$ cat src/rtl/mux_nx1_scan.sv
// Registered N-to-1 channel selector with manual select and auto-scan modes.
// Define MUX_CH_MASK_EN to add the ch_mask port (per-channel enable for scan and manual).
module mux_nx1_scan #(
    parameter int unsigned CH_NUM = 4,
    parameter int unsigned DATA_W = 1,
    parameter int unsigned SEL_W  = 2,
    parameter int unsigned DWELL  = 4
) (
`ifdef MUX_CH_MASK_EN
    input  logic [CH_NUM-1:0]        ch_mask,
`endif
    input  logic                     clk,
    input  logic                     rst,
    input  logic [CH_NUM*DATA_W-1:0] in,
    input  logic [SEL_W-1:0]         sel,
    input  logic                     mode,
    input  logic                     en,
    output logic [DATA_W-1:0]        out,
    output logic [SEL_W-1:0]         out_sel,
    output logic                     out_valid,
    output logic                     sel_err,
    output logic                     wrap
);

    localparam int unsigned DW_W = (DWELL > 1) ? $clog2(DWELL) : 1;
    localparam logic [DW_W-1:0]  DWELL_LAST = DW_W'(DWELL - 1);
    localparam logic [SEL_W:0]   CH_LIM     = (SEL_W + 1)'(CH_NUM);

    logic [CH_NUM-1:0] mask;
`ifdef MUX_CH_MASK_EN
    assign mask = ch_mask;
`else
    assign mask = '1;
`endif

    logic [DATA_W-1:0] out_q, out_d;
    logic [SEL_W-1:0]  out_sel_q, out_sel_d;
    logic              valid_q, valid_d;
    logic              err_q, err_d;
    logic              wrap_q, wrap_d;
    logic [SEL_W-1:0]  ch_q, ch_d;
    logic [DW_W-1:0]   dw_q, dw_d;
    logic [SEL_W-1:0]  cur, nxt;

    function automatic logic [DATA_W-1:0] chan(input logic [CH_NUM*DATA_W-1:0] d,
                                               input logic [SEL_W-1:0] idx);
        logic [DATA_W-1:0] r;
        r = '0;
        for (int unsigned k = 0; k < CH_NUM; k++)
            if (SEL_W'(k) == idx) r = d[k*DATA_W +: DATA_W];
        return r;
    endfunction

    function automatic logic ch_on(input logic [CH_NUM-1:0] m, input logic [SEL_W-1:0] idx);
        logic r;
        r = 1'b0;
        for (int unsigned k = 0; k < CH_NUM; k++)
            if (SEL_W'(k) == idx) r = m[k];
        return r;
    endfunction

    // Lowest enabled channel above c, otherwise the lowest enabled channel overall.
    function automatic logic [SEL_W-1:0] next_en(input logic [CH_NUM-1:0] m,
                                                 input logic [SEL_W-1:0] c);
        logic [SEL_W-1:0] hi, lo;
        logic             hi_f, lo_f;
        hi = '0; lo = '0; hi_f = 1'b0; lo_f = 1'b0;
        for (int unsigned k = 0; k < CH_NUM; k++) begin
            if (m[k]) begin
                if (!lo_f) begin lo = SEL_W'(k); lo_f = 1'b1; end
                if (!hi_f && SEL_W'(k) > c) begin hi = SEL_W'(k); hi_f = 1'b1; end
            end
        end
        return hi_f ? hi : lo;
    endfunction

    always_comb begin
        out_d     = out_q;
        out_sel_d = out_sel_q;
        valid_d   = valid_q;
        err_d     = err_q;
        wrap_d    = 1'b0;
        ch_d      = ch_q;
        dw_d      = dw_q;
        cur       = ch_on(mask, ch_q) ? ch_q : next_en(mask, ch_q);
        nxt       = next_en(mask, cur);
        if (en) begin
            if (!mode) begin
                ch_d      = '0;
                dw_d      = '0;
                out_sel_d = sel;
                if ({1'b0, sel} >= CH_LIM) begin
                    out_d = '0; valid_d = 1'b0; err_d = 1'b1;
                end else if (!ch_on(mask, sel)) begin
                    out_d = '0; valid_d = 1'b0; err_d = 1'b0;
                end else begin
                    out_d = chan(in, sel); valid_d = 1'b1; err_d = 1'b0;
                end
            end else if (mask == '0) begin
                out_d = '0; valid_d = 1'b0; err_d = 1'b0;
            end else begin
                // A masked current channel is skipped immediately; dwell keeps counting.
                out_d     = chan(in, cur);
                out_sel_d = cur;
                valid_d   = 1'b1;
                err_d     = 1'b0;
                if (dw_q == DWELL_LAST) begin
                    dw_d   = '0;
                    ch_d   = nxt;
                    wrap_d = (nxt < cur);
                end else begin
                    dw_d = dw_q + 1'b1;
                    ch_d = cur;
                end
            end
        end
    end

    always_ff @(posedge clk or posedge rst) begin
        if (rst) begin
            out_q     <= '0;
            out_sel_q <= '0;
            valid_q   <= 1'b0;
            err_q     <= 1'b0;
            wrap_q    <= 1'b0;
            ch_q      <= '0;
            dw_q      <= '0;
        end else begin
            out_q     <= out_d;
            out_sel_q <= out_sel_d;
            valid_q   <= valid_d;
            err_q     <= err_d;
            wrap_q    <= wrap_d;
            ch_q      <= ch_d;
            dw_q      <= dw_d;
        end
    end

    assign out       = out_q;
    assign out_sel   = out_sel_q;
    assign out_valid = valid_q;
    assign sel_err   = err_q;
    assign wrap      = wrap_q;

endmodule

$ cat config.mk
export PLATFORM = sky130hd
export DESIGN_NAME = mux_nx1_scan
export DESIGN_NICKNAME = d
export VERILOG_FILES = /design/src/rtl/mux_nx1_scan.sv
export SDC_FILE = /design/constraint.sdc
export NUM_CORES = 1
export LEC_CHECK = 0
export CAP_MARGIN = 20
export CORE_MARGIN = 4
export CORE_UTILIZATION = 35
export DETAILED_ROUTE_END_ITERATION = 7
export GPL_TIMING_DRIVEN = 0
export PLACE_DENSITY = 0.61
export SKIP_LAST_GASP = 1
export SYNTH_ARGS = -nofsm -noshare
export SYNTH_HDL_FRONTEND = slang
export SYNTH_SLANG_ARGS = --single-unit
export TNS_END_PERCENT = 30
$ cat constraint.sdc
create_clock -name clk -period 1.9 [get_ports clk]
set_input_delay 0.19 -clock clk [delete_from_list [all_inputs] [get_ports clk]]
set_output_delay 0.19 -clock clk [all_outputs]
set_load 0.01 [all_outputs]
# After elaboration in Yosys (flattened, before gate mapping)
# Cells that the tools add are included.
dict set report word_totals {
  mem_bits_rw 0
  ff_bits 9
  memories 0
  wordCells 88
  romBits 0
  latchBits 0
  inputBits 10
}
dict set report classes {
  bitwise_logic 0
  addsub 1
  n_div 0
  shift 0
  n_mux 47
  n_reduce_logical 15
  eq_ne 10
  magnitude_cmp 9
  n_mul 0
}
# operator count
set op_table {}
lappend op_table {{$mux 1} 35}
lappend op_table {{$mux 2} 12}
lappend op_table {{$eq 2x2->1 const A} 6}
lappend op_table {{$gt 1x2->1 const A} 4}
lappend op_table {{$gt 2x2->1 const A} 4}
lappend op_table {{$eq 1x2->1 const A} 3}
lappend op_table {{$logic_and 1x1->1} 6}
lappend op_table {{$logic_not 1->1} 6}
lappend op_table {{$logic_not 2->1} 3}
lappend op_table {{$add 2x1->2 const B} 1}
lappend op_table {{$eq 2x2->1 const B} 1}
lappend op_table {{$lt 2x2->1} 1}

# Longest topological paths before layout
# Gate-level depths: netlist of the first run.
dict set report depth {
  ltp_word 29
  ltp_mapped 6
}

# Worst setup path before layout of the first run
# No wires, ideal clock.
dict set report synth_path {
  path_type {register to register}
  start {reg ch_q[0]}
  end {reg ch_q[0]}
  t_arrival_ns 1.430
  setup_time_ns 0.066
  path_buffers 0
  path_slack_ns 0.404
  path_stages_with_launch 7
  path_cell_list {dfrtp_1 -> inv_1 -> ha_1 -> or2_1 -> mux2_4 -> o21ai_2 -> a32o_2}
}
dict set report synth_between {
  elab_chain_len 27
  word_cells_on_any_way 47
  classes_between {order compare (8); eq/ne (3); mux (23); reduce/logical (13)}
}
# element line_no
set synth_lines {}
lappend synth_lines {{start, declared} 41} ;# logic [SEL_W-1:0] ch_q, ch_d;
lappend synth_lines {{start signal, assigned} 134} ;# ch_q <= ch_d;
lappend synth_lines {{$gt 1x2->1} 71} ;# if (!hi_f && SEL_W'(k) > c) begin hi = SEL_W'(k); hi_f = 1'b1; end
lappend synth_lines {{$mux 1} 71}
lappend synth_lines {{$logic_not 1->1} 71}
lappend synth_lines {{$logic_and 1x1->1} 71}
lappend synth_lines {{$mux 1} 71}
lappend synth_lines {{$logic_not 1->1} 71}
lappend synth_lines {{$logic_and 1x1->1} 71}
lappend synth_lines {{$mux 1} 71}
lappend synth_lines {{(+11 left out)} --}
lappend synth_lines {{$logic_and 1x1->1} 71}
lappend synth_lines {{$mux 1} 71}
lappend synth_lines {{$logic_not 1->1} 71}
lappend synth_lines {{$logic_and 1x1->1} 71}
lappend synth_lines {{$mux 2 or $mux 1 (tied branches)} 71}
lappend synth_lines {{$mux 2} 74} ;# return hi_f ? hi : lo;
lappend synth_lines {{$mux 2 *} 107} ;# if (dw_q == DWELL_LAST) begin
lappend synth_lines {{$mux 2 *} 88} ;# if (!mode) begin
# Every way passes the cells marked *; elsewhere a longest branch is shown, timed or not.
# A chain may end at the register's enable or synchronous reset.

# Worst setup path in the final report of the first run
dict set report layout_path {
  start {reg ch_q[0]}
  end {reg out_sel_q[1] (netlist: out_sel[1])}
}
dict set report layout_between {
  elab_chain_len 14
  word_cells_on_any_way 27
  classes_between {order compare (4); eq/ne (3); mux (13); reduce/logical (7)}
}
# element line_no
set layout_lines {}
lappend layout_lines {{$gt 1x2->1} 71}
lappend layout_lines {{$mux 1} 71}
lappend layout_lines {{$logic_not 1->1} 71}
lappend layout_lines {{$logic_and 1x1->1} 71}
lappend layout_lines {{$mux 1} 71}
lappend layout_lines {{$logic_not 1->1} 71}
lappend layout_lines {{$logic_and 1x1->1} 71}
lappend layout_lines {{$mux 1} 71}
lappend layout_lines {{$logic_not 1->1} 71}
lappend layout_lines {{$logic_and 1x1->1} 71}
lappend layout_lines {{$mux 2 or $mux 1 (tied branches)} 71}
lappend layout_lines {{$mux 2} 74}
lappend layout_lines {{$mux 2 *} 85} ;# cur = ch_on(mask, ch_q) ? ch_q : next_en(mask, ch_q);
lappend layout_lines {{$mux 2 *} 88}
lappend layout_lines {{end signal, assigned} 130} ;# out_sel_q <= out_sel_d;
lappend layout_lines {{end, declared} 37} ;# logic [SEL_W-1:0] out_sel_q, out_sel_d;
# Marked as above.

==> metrics, run 1 <==
Total Neg Setup Slack=0 ns; Total Power=489 uW; IO Port Bufs=13; average wire per standard cell=11.6 um; xor and xnor area share after synthesis=0%; DRT iter0 DRCs=5; final hold viol count=0; syn nets=76; setup slack, reg-to-reg=0.27 ns; post-synthesis mux area share=between 10% and 20%; Worst Setup Path Type=reg2reg; sequential area share after synthesis=38.1%; register bit count reported by yosys=9; Filler cells=~150; Post-CTS Setup Repair Bufs=0; post-synthesis adder-cell area fraction=12.7%; WP buf/inv=0; Max Clock Freq=615 MHz; gr usage total=about a tenth; Core Rows=14; most frequent cell after synthesis=dfrtp_1; CP top delay family=multiplexers; area leader, netlist=dfrtp_1; Total Nets Final=94; Worst Path Arrival=1.77 ns; Crit path largest cell delay=0.45 ns; CP max-delay cell=dfrtp_1; TritonCTS buffer count=3; synthesized area=just under 600 um^2; multi-input logic area=roughly 330 um^2; hold crit path type=in2async; hold_buf cts=0; post-synthesis compound-gate area fraction=12.9%; post-CTS sizing=0; Reg area=225 um^2; Post-synth EDFFs=0; routed wire length=1.08 mm; top cell type's share of synthesized area=38.1%; syn_area_per_cell=9.84 um^2; MaxCap Viol Count=0; Cell Pwr Density=637 mW/mm^2; largest net degree at the start of global routing=11; Clock Pin Slew Worst Setup and Hold Paths=0.06 ns; CP Cell Sequence=ha_1, nor2b_4, mux2i_1, a21oi_1, mux2_2; final-report setup violation count=0; initial antenna violation count=0; RR Endpoint=out_sel[1]; Max clock buf depth=2; max-slew violation count=0; Initial Util=a little under two fifths; core area=0.00154 mm^2; clk sinks=9; largest cells by area after synthesis=dfrtp_1 (38%), ha_1 (13%), inv_1 (3.8%); P_leak=0.000342 uW; grt total ovfl=0; Crit Path Max Fanout=7; Die X=49.1 um; WP data required=2.04 ns; Final Critical Period=1.63 ns; Post-synth top cells=dfrtp_1 (9), ha_1 (6), inv_1 (6), nand2_1 (5), nor2_1 (5); DR vias=approximately 460; share of cells above drive strength 1=16.9%; synthesis warning total=0; H-tree Lvls=1; asr flop ratio synth=100%; RSZ-0062 raised after global routing=no; Critical Path Sink Type=register; largest family of logic cells by synthesized area=simple AND/OR/NAND/NOR gates; worst vdd ir=0.487 mV; P&R area growth vs syn=29.9%; Vias/cell=about 4.9; Worst R2R Start=ch_q[0]; outcome=complete, no violations; worst skew pair latency=0.25 ns; drt drc=0; post-synthesis simple-gate area fraction=between 10% and 20%; dpl hpwl=between 800 and 900 um; CTS root buf=clkbuf_4; Cells after Synth=60; CP Launch Type=register; CTS tree=built; # IOs=16; clock skew=0.00153 ns; Antenna Nets Post-Route=0; critical path startpoint=ch_q[0]; final worst-path cycle share=85.6%; Netlist cell types=26; DR pass1 iterations=4; ANT cells=0; RD Place Congestion=0.752; global-route wire length before repair=1.88 mm; Die Area=0.00241 mm^2; vias in the first global route=422; reg2reg path depth=5; Die Ht=49.1 um; Top FF cell, synth=dfrtp_1
-- flip-flops by register name, summed over array words and instances, names as in the netlist --
signal and count:
out 1, out_sel 2, dw_q 2, wrap 1, ch_q 2, out_valid 1
-- per-stage QoR --
stage          worst slack (ns)  hold slack, ns  cell area (um^2)  utilization [%]  cells
4_1_cts                   0.272           0.201               767             49.8     93
5_1_grt                   0.166           0.204               767             49.8     93
3_3_place_gp              0.301           0.454               741             48.1     89
2_1_floorplan             0.404          0.0179               591                -     60
3_5_place_dp              0.278           0.458               741             48.1     89
6_report                  0.274           0.184               767             49.8     93
-- worst reg2reg max path: stages, from the launching register on --
cell	delay [ns]
dfrtp_1	0.45
ha_1	0.31
nor2b_4	0.21
mux2i_1	0.20
a21oi_1	0.08
mux2_2	0.26
-- routing by layer --
layer  global-route usage, %  vias up  part of all wire (%)
li1                        -      242                     -
met4                    1.35        0                     0
met2                    14.4       10                    48
met3                    4.89        0                   6.5
met5                       0        -                     0
met1                    12.7      207                    45
-- layout by cell type (no fill, tap or decap) --
cell              n
clkdlybuf4s50_1  13
dfrtp_1           9
inv_1             6
ha_1              6
nand2_1           5
nor2_1            5
o21ai_0           3
clkbuf_4          3
clkbuf_1          2
nand2b_1          2
o2111ai_1         2
mux2i_1           2
a21oi_1           2
nand3_1           2
mux2_2            2
buf_2             1
mux4_2            1
a211oi_1          1
a31oi_1           1
or2_1             1
nor2b_4           1
mux2_4            1
o21ai_2           1
a32o_2            1
nor3_1            1
or2_2             1
buf_4             1
conb_1            1
-- worst max-delay path by stage --
stage	to	slack, ns	cells after the start
after floorplan	ch_q[0]	0.40	6
after global placement	out_sel[1]	0.30	5
after detailed placement	out_sel[1]	0.28	5
after CTS	out_sel[1]	0.27	5
after global routing	out_sel[1]	0.17	5
final	out_sel[1]	0.27	5
-- power by group --
group,switching (uW),total [uW],internal (uW)
Sequential,14.5,226,211
Combinational,51.1,119,68.1
Clock,62.9,144,80.7
-- final cells by class --
cell class                 count  area share (%)
buffer                         3            2.12
clock buffer                   4            3.43
inverter                       6            2.94
multi-input combinational     42            42.6
sequential                     9            29.4
tap                           16            2.61
timing repair buffer          13            17.0
-- kinds of logic after synthesis --
group | count (synthesis)
AO/OA/AOI/OAI | 11
adder cells (fa/ha/maj) | 6
buffers and inverters | 9
flip-flops | 9
multiplexers | 6
other | 1
AND/OR/NAND/NOR | 18
Power figures use the tool's default switching activity.
==> run 2, diff against run 1 <==
--- a/config.mk
+++ b/config.mk
@@ -11,7 +11,7 @@
 export DETAILED_ROUTE_END_ITERATION = 7
 export GPL_TIMING_DRIVEN = 0
 export PLACE_DENSITY = 0.61
-export SKIP_LAST_GASP = 1
+export SETUP_SLACK_MARGIN = 0.4
 export SYNTH_ARGS = -nofsm -noshare
 export SYNTH_HDL_FRONTEND = slang
 export SYNTH_SLANG_ARGS = --single-unit
==> metrics, run 2 (synthesis results as in run 1) <==
Final Critical Period=around 1.5 ns; gr busiest metal=met2; share of cells above drive strength 1=between 20% and 30%; Worst Hold Slack=0.184 ns; gr usage total=roughly a tenth; worst vdd ir=0.488 mV; MaxCap Viol Count=0; Die Area=around 0.0024 mm^2; RSZ-0062 raised after global routing=yes; Clock Pin Slew Worst Setup and Hold Paths=about 0.06 ns; dpl hpwl=856 um; core area=approximately 0.0015 mm^2; ANT cells=0; Die Ht=49.1 um; Place WS=0.278 ns; P_leak=0.000342 uW; Cell Area, Placed=741 um^2; CTS root buf=clkbuf_4; Design Area, Final=815 um^2; global-route wire length before repair=1.94 mm; Core Rows=14; RD Place Congestion=0.752; routed wire length=1.11 mm; DR vias=roughly 470; met3 Use GR=4.89%; IO Port Bufs=13; H-tree Lvls=1; average wire per standard cell=11.7 um; hold crit path type=in2async; clock skew=0.00135 ns; clk sinks=9; initial antenna violation count=0; Worst Setup Path Type=reg2reg; met1 Track Usage GR=roughly an eighth; Cell Pwr Density=610 mW/mm^2; Initial Util=a little under two fifths; worst skew pair latency=0.25 ns; WP data required=around 2.1 ns; vias in the first global route=438; Critical Path Sink Type=register; final worst-path cycle share=80.0%; # IOs=16; DRT iter0 DRCs=9; Max Clock Freq=around 660 MHz; final-report setup violation count=0; DR pass1 iterations=4; TritonCTS buffer count=3; drt drc=0; Vias/cell=4.91; M2 GR Usage=15.0%; max-slew violation count=0; CTS tree=built; commonest non-fill, non-tap cell in the layout=clkdlybuf4s50_1; hold_buf cts=0; grt total ovfl=0; P&R area growth vs syn=37.9%; setup ws final=0.380 ns; CP Launch Type=register; outcome=complete, no violations; largest net degree at the start of global routing=11; Total Neg Setup Slack=0 ns; Total Nets Final=96; Crit Path Max Fanout=4; Die X=just under 50 um; Worst Path Arrival=1.71 ns; Max clock buf depth=2; Antenna Nets Post-Route=0; most frequent cells in the layout=clkdlybuf4s50_1 (13), dfrtp_1 (7), nand2_1 (5), nor2_1 (5), inv_1 (4); Total Power=497 uW; final hold viol count=0
[run 2: area by class of cell]
class	count	area (um^2)
fill	149	727
multi-input combinational	42	357
sequential	9	228
timing repair buffer	15	145
clock buffer	4	26.3
inverter	6	22.5
tap	16	20.0
buffer	3	16.3
[run 2: worst max-delay path: stages (launching register included)]
cell and delay, ns:
dfrtp_2 0.44, inv_2 0.06, ha_2 0.19, or2_1 0.24, mux2_4 0.26, o21ai_2 0.10, a32o_2 0.17
[run 2: repair_timing]
action	4_1_cts	5_1_grt
gates resized for setup	8	2
hold endpoints to repair	0	0
endpoints found under the setup margin	2	3
pin swaps	1	2
buffers inserted	1	1
cloned	0	0
[run 2: per-layer routing]
metal	up-vias	routed length [um]
li1	242	-
met2	12	554
met1	212	490
met4	0	0
met5	-	0
met3	0	67
[run 2: metrics by stage]
step | std cells | utilization (%)
floorplan | 60 | -
global placement | 89 | 48.1
detailed placement | 89 | 48.1
CTS | 94 | 51.5
global route | 95 | 52.8
finish | 95 | 52.8
[run 2: worst paths after layout]
kind                       startpoint        end  slack [ns]  depth (start not counted)
max reg2reg                   ch_q[0]    ch_q[0]        0.38                          6
max in group asynchronous         rst    ch_q[1]        1.45                          2
min in group clk                 mode       wrap        0.26                          3
min                               rst        out        0.18                          2
min reg2reg                 out_valid  out_valid        0.47                          1
max                           ch_q[0]    ch_q[0]        0.38                          6
[run 2: where the power goes]
group          total [uW]  switching (uW)  internal [uW]
Clock                 143            62.7           80.7
Combinational         126            53.8           71.8
Sequential            228            15.8            212
Total                 497             132            364
==> run 3, diff against run 2 <==
==> constraint.sdc (replaced) <==
create_clock -name clk -period 1.52 [get_ports clk]
set_input_delay 0.152 -clock clk [delete_from_list [all_inputs] [get_ports clk]]
set_output_delay 0.152 -clock clk [all_outputs]
set_load 0.01 [all_outputs]
==> metrics, run 3 (synthesis results as in run 1) <==
worst vdd ir=between 0.5 and 0.6 mV; Cell Pwr Density=775 mW/mm^2; global-route wire length before repair=1.91 mm; final worst-path cycle share=a little over nine tenths; Clock Pin Slew Worst Setup and Hold Paths=roughly 0.070 ns; RSZ-0062 raised after global routing=yes; Die X=49.1 um; DRT iter0 DRCs=5; WP data required=~1.7 ns; grt total ovfl=0; Reg area=228 um^2; Total Power=630 uW; worst skew pair latency=0.27 ns; drt drc=0; commonest non-fill, non-tap cell in the layout=clkdlybuf4s50_1; H-tree Lvls=1; # IOs=16; sw frac=between 20% and 30%; Initial Util=38.3%; critical path startpoint=ch_q[0]; P_leak=between 0.0003 and 0.0004 uW; multi-input logic area=340 um^2; Crit Path Max Fanout=5; Worst Setup Path Type=reg2reg; Cell Area, Placed=749 um^2; Max clock buf depth=2; dpl hpwl=about 870 um; Core Util, Final=52.8%; clock skew=0.0125 ns; Critical Path Sink Type=register; Worst R2R Start=ch_q[0]; Core Rows=14; Switch Pwr=178 uW; internal power=452 uW; share of cells above drive strength 1=between 30% and 40%; core area=0.00154 mm^2; Max Clock Freq=674 MHz; most frequent cells in the layout=clkdlybuf4s50_1 (8), dfrtp_1 (7), nand2_1 (5), nor2_1 (5), dlymetal6s2s_1 (5); hold crit path type=in2async; outcome=complete, no violations; TritonCTS buffer count=3; P&R area growth vs syn=37.7%; final-report setup violation count=0; RD Place Congestion=approximately 0.7; gr usage total=approximately 9.8%; sequential share of power=between 40 and 50%; Total Nets Final=96; Comb power frac=25.4%; IO Port Bufs=13; CP Launch Type=register; non-filler instance count after layout=95; Worst Path Arrival=1.70 ns; DR vias=459; Die Area=between 0.002 and 0.0025 mm^2; largest net degree at the start of global routing=11; routed wire length=1.12 mm; initial antenna violation count=0; CTS tree=built; clk sinks=9; Filler cells=150; clock share of power=29.7%; max-slew violation count=0; Antenna Nets Post-Route=0; Placed Instances=89; Final Critical Period=1.48 ns; final hold viol count=0; MaxCap Viol Count=0; Die Ht=49.1 um; average wire per standard cell=11.8 um; CTS root buf=clkbuf_4; DR pass1 iterations=2; ANT cells=0; Vias/cell=4.83; Design Area, Final=around 810 um^2; vias in the first global route=474
-- run 3: area by class of cell --
| class | count | area share [%] |
|---|---|---|
| Buffer | 3 | 2.15 |
| Timing Repair Buffer | 15 | 19.4 |
| Clock buffer | 3 | 2.77 |
| Tap cell | 16 | 2.46 |
| Sequential cell | 9 | 28.0 |
| Inverter | 6 | 2.77 |
| Clock inverter | 1 | 0.615 |
| Multi-Input combinational cell | 42 | 41.8 |
-- run 3: final timing paths --
path / cells past startpoint / slack [ns] / endpoint
setup reg to reg: 5 / 0.04 / ch_q[0]
min in group clk: 3 / 0.22 / wrap
hold reg to reg: 1 / 0.46 / out_valid
setup / recovery: 5 / 0.04 / ch_q[0]
max in group asynchronous: 2 / 1.12 / ch_q[1]
hold / removal: 2 / 0.13 / out_sel[0]
-- run 3: metrics by stage --
stage	setup WS (ns)	hold WS (ns)	TNS [ns]
after detailed placement	-0.00264	0.442	-0.00264
after floorplan	0.0765	-0.0201	0
final	0.0358	0.133	0
after global routing	-0.0392	0.177	-0.0717
after CTS	0.0331	0.148	0
after global placement	-0.00393	0.445	-0.00393
-- run 3: timing repair --
action,CTS,global route
setup endpoints to repair,9,14
pin swaps,1,0
gates resized for setup,2,11
hold buffers,0,0
buffers inserted,2,0
-- run 3: worst max-delay path, stage by stage (launching register included) --
cell,delay (ns)
dfrtp_2,0.45
ha_2,0.24
nor2b_4,0.16
mux2_4,0.31
o21ai_2,0.10
a32o_2,0.16
-- run 3: power groups by stage --
| stage | combinational, uW | clock, uW | sequential, uW |
|---|---|---|---|
| final | 160 | 187 | 283 |
| after global routing | 181 | 208 | 287 |
| after CTS | 161 | 192 | 282 |
| after detailed placement | 154 | 0 | 288 |
| after global placement | 151 | 0 | 288 |
| after floorplan | 88.1 | 0 | 290 |
-- run 3: per-layer routing --
layer	wire, um	part of all wire [%]	GRT usage, %
met5	0	0	0
met4	0	0	1.35
met3	56	5.0	4.89
met2	541	48	16.3
met1	525	47	11.4
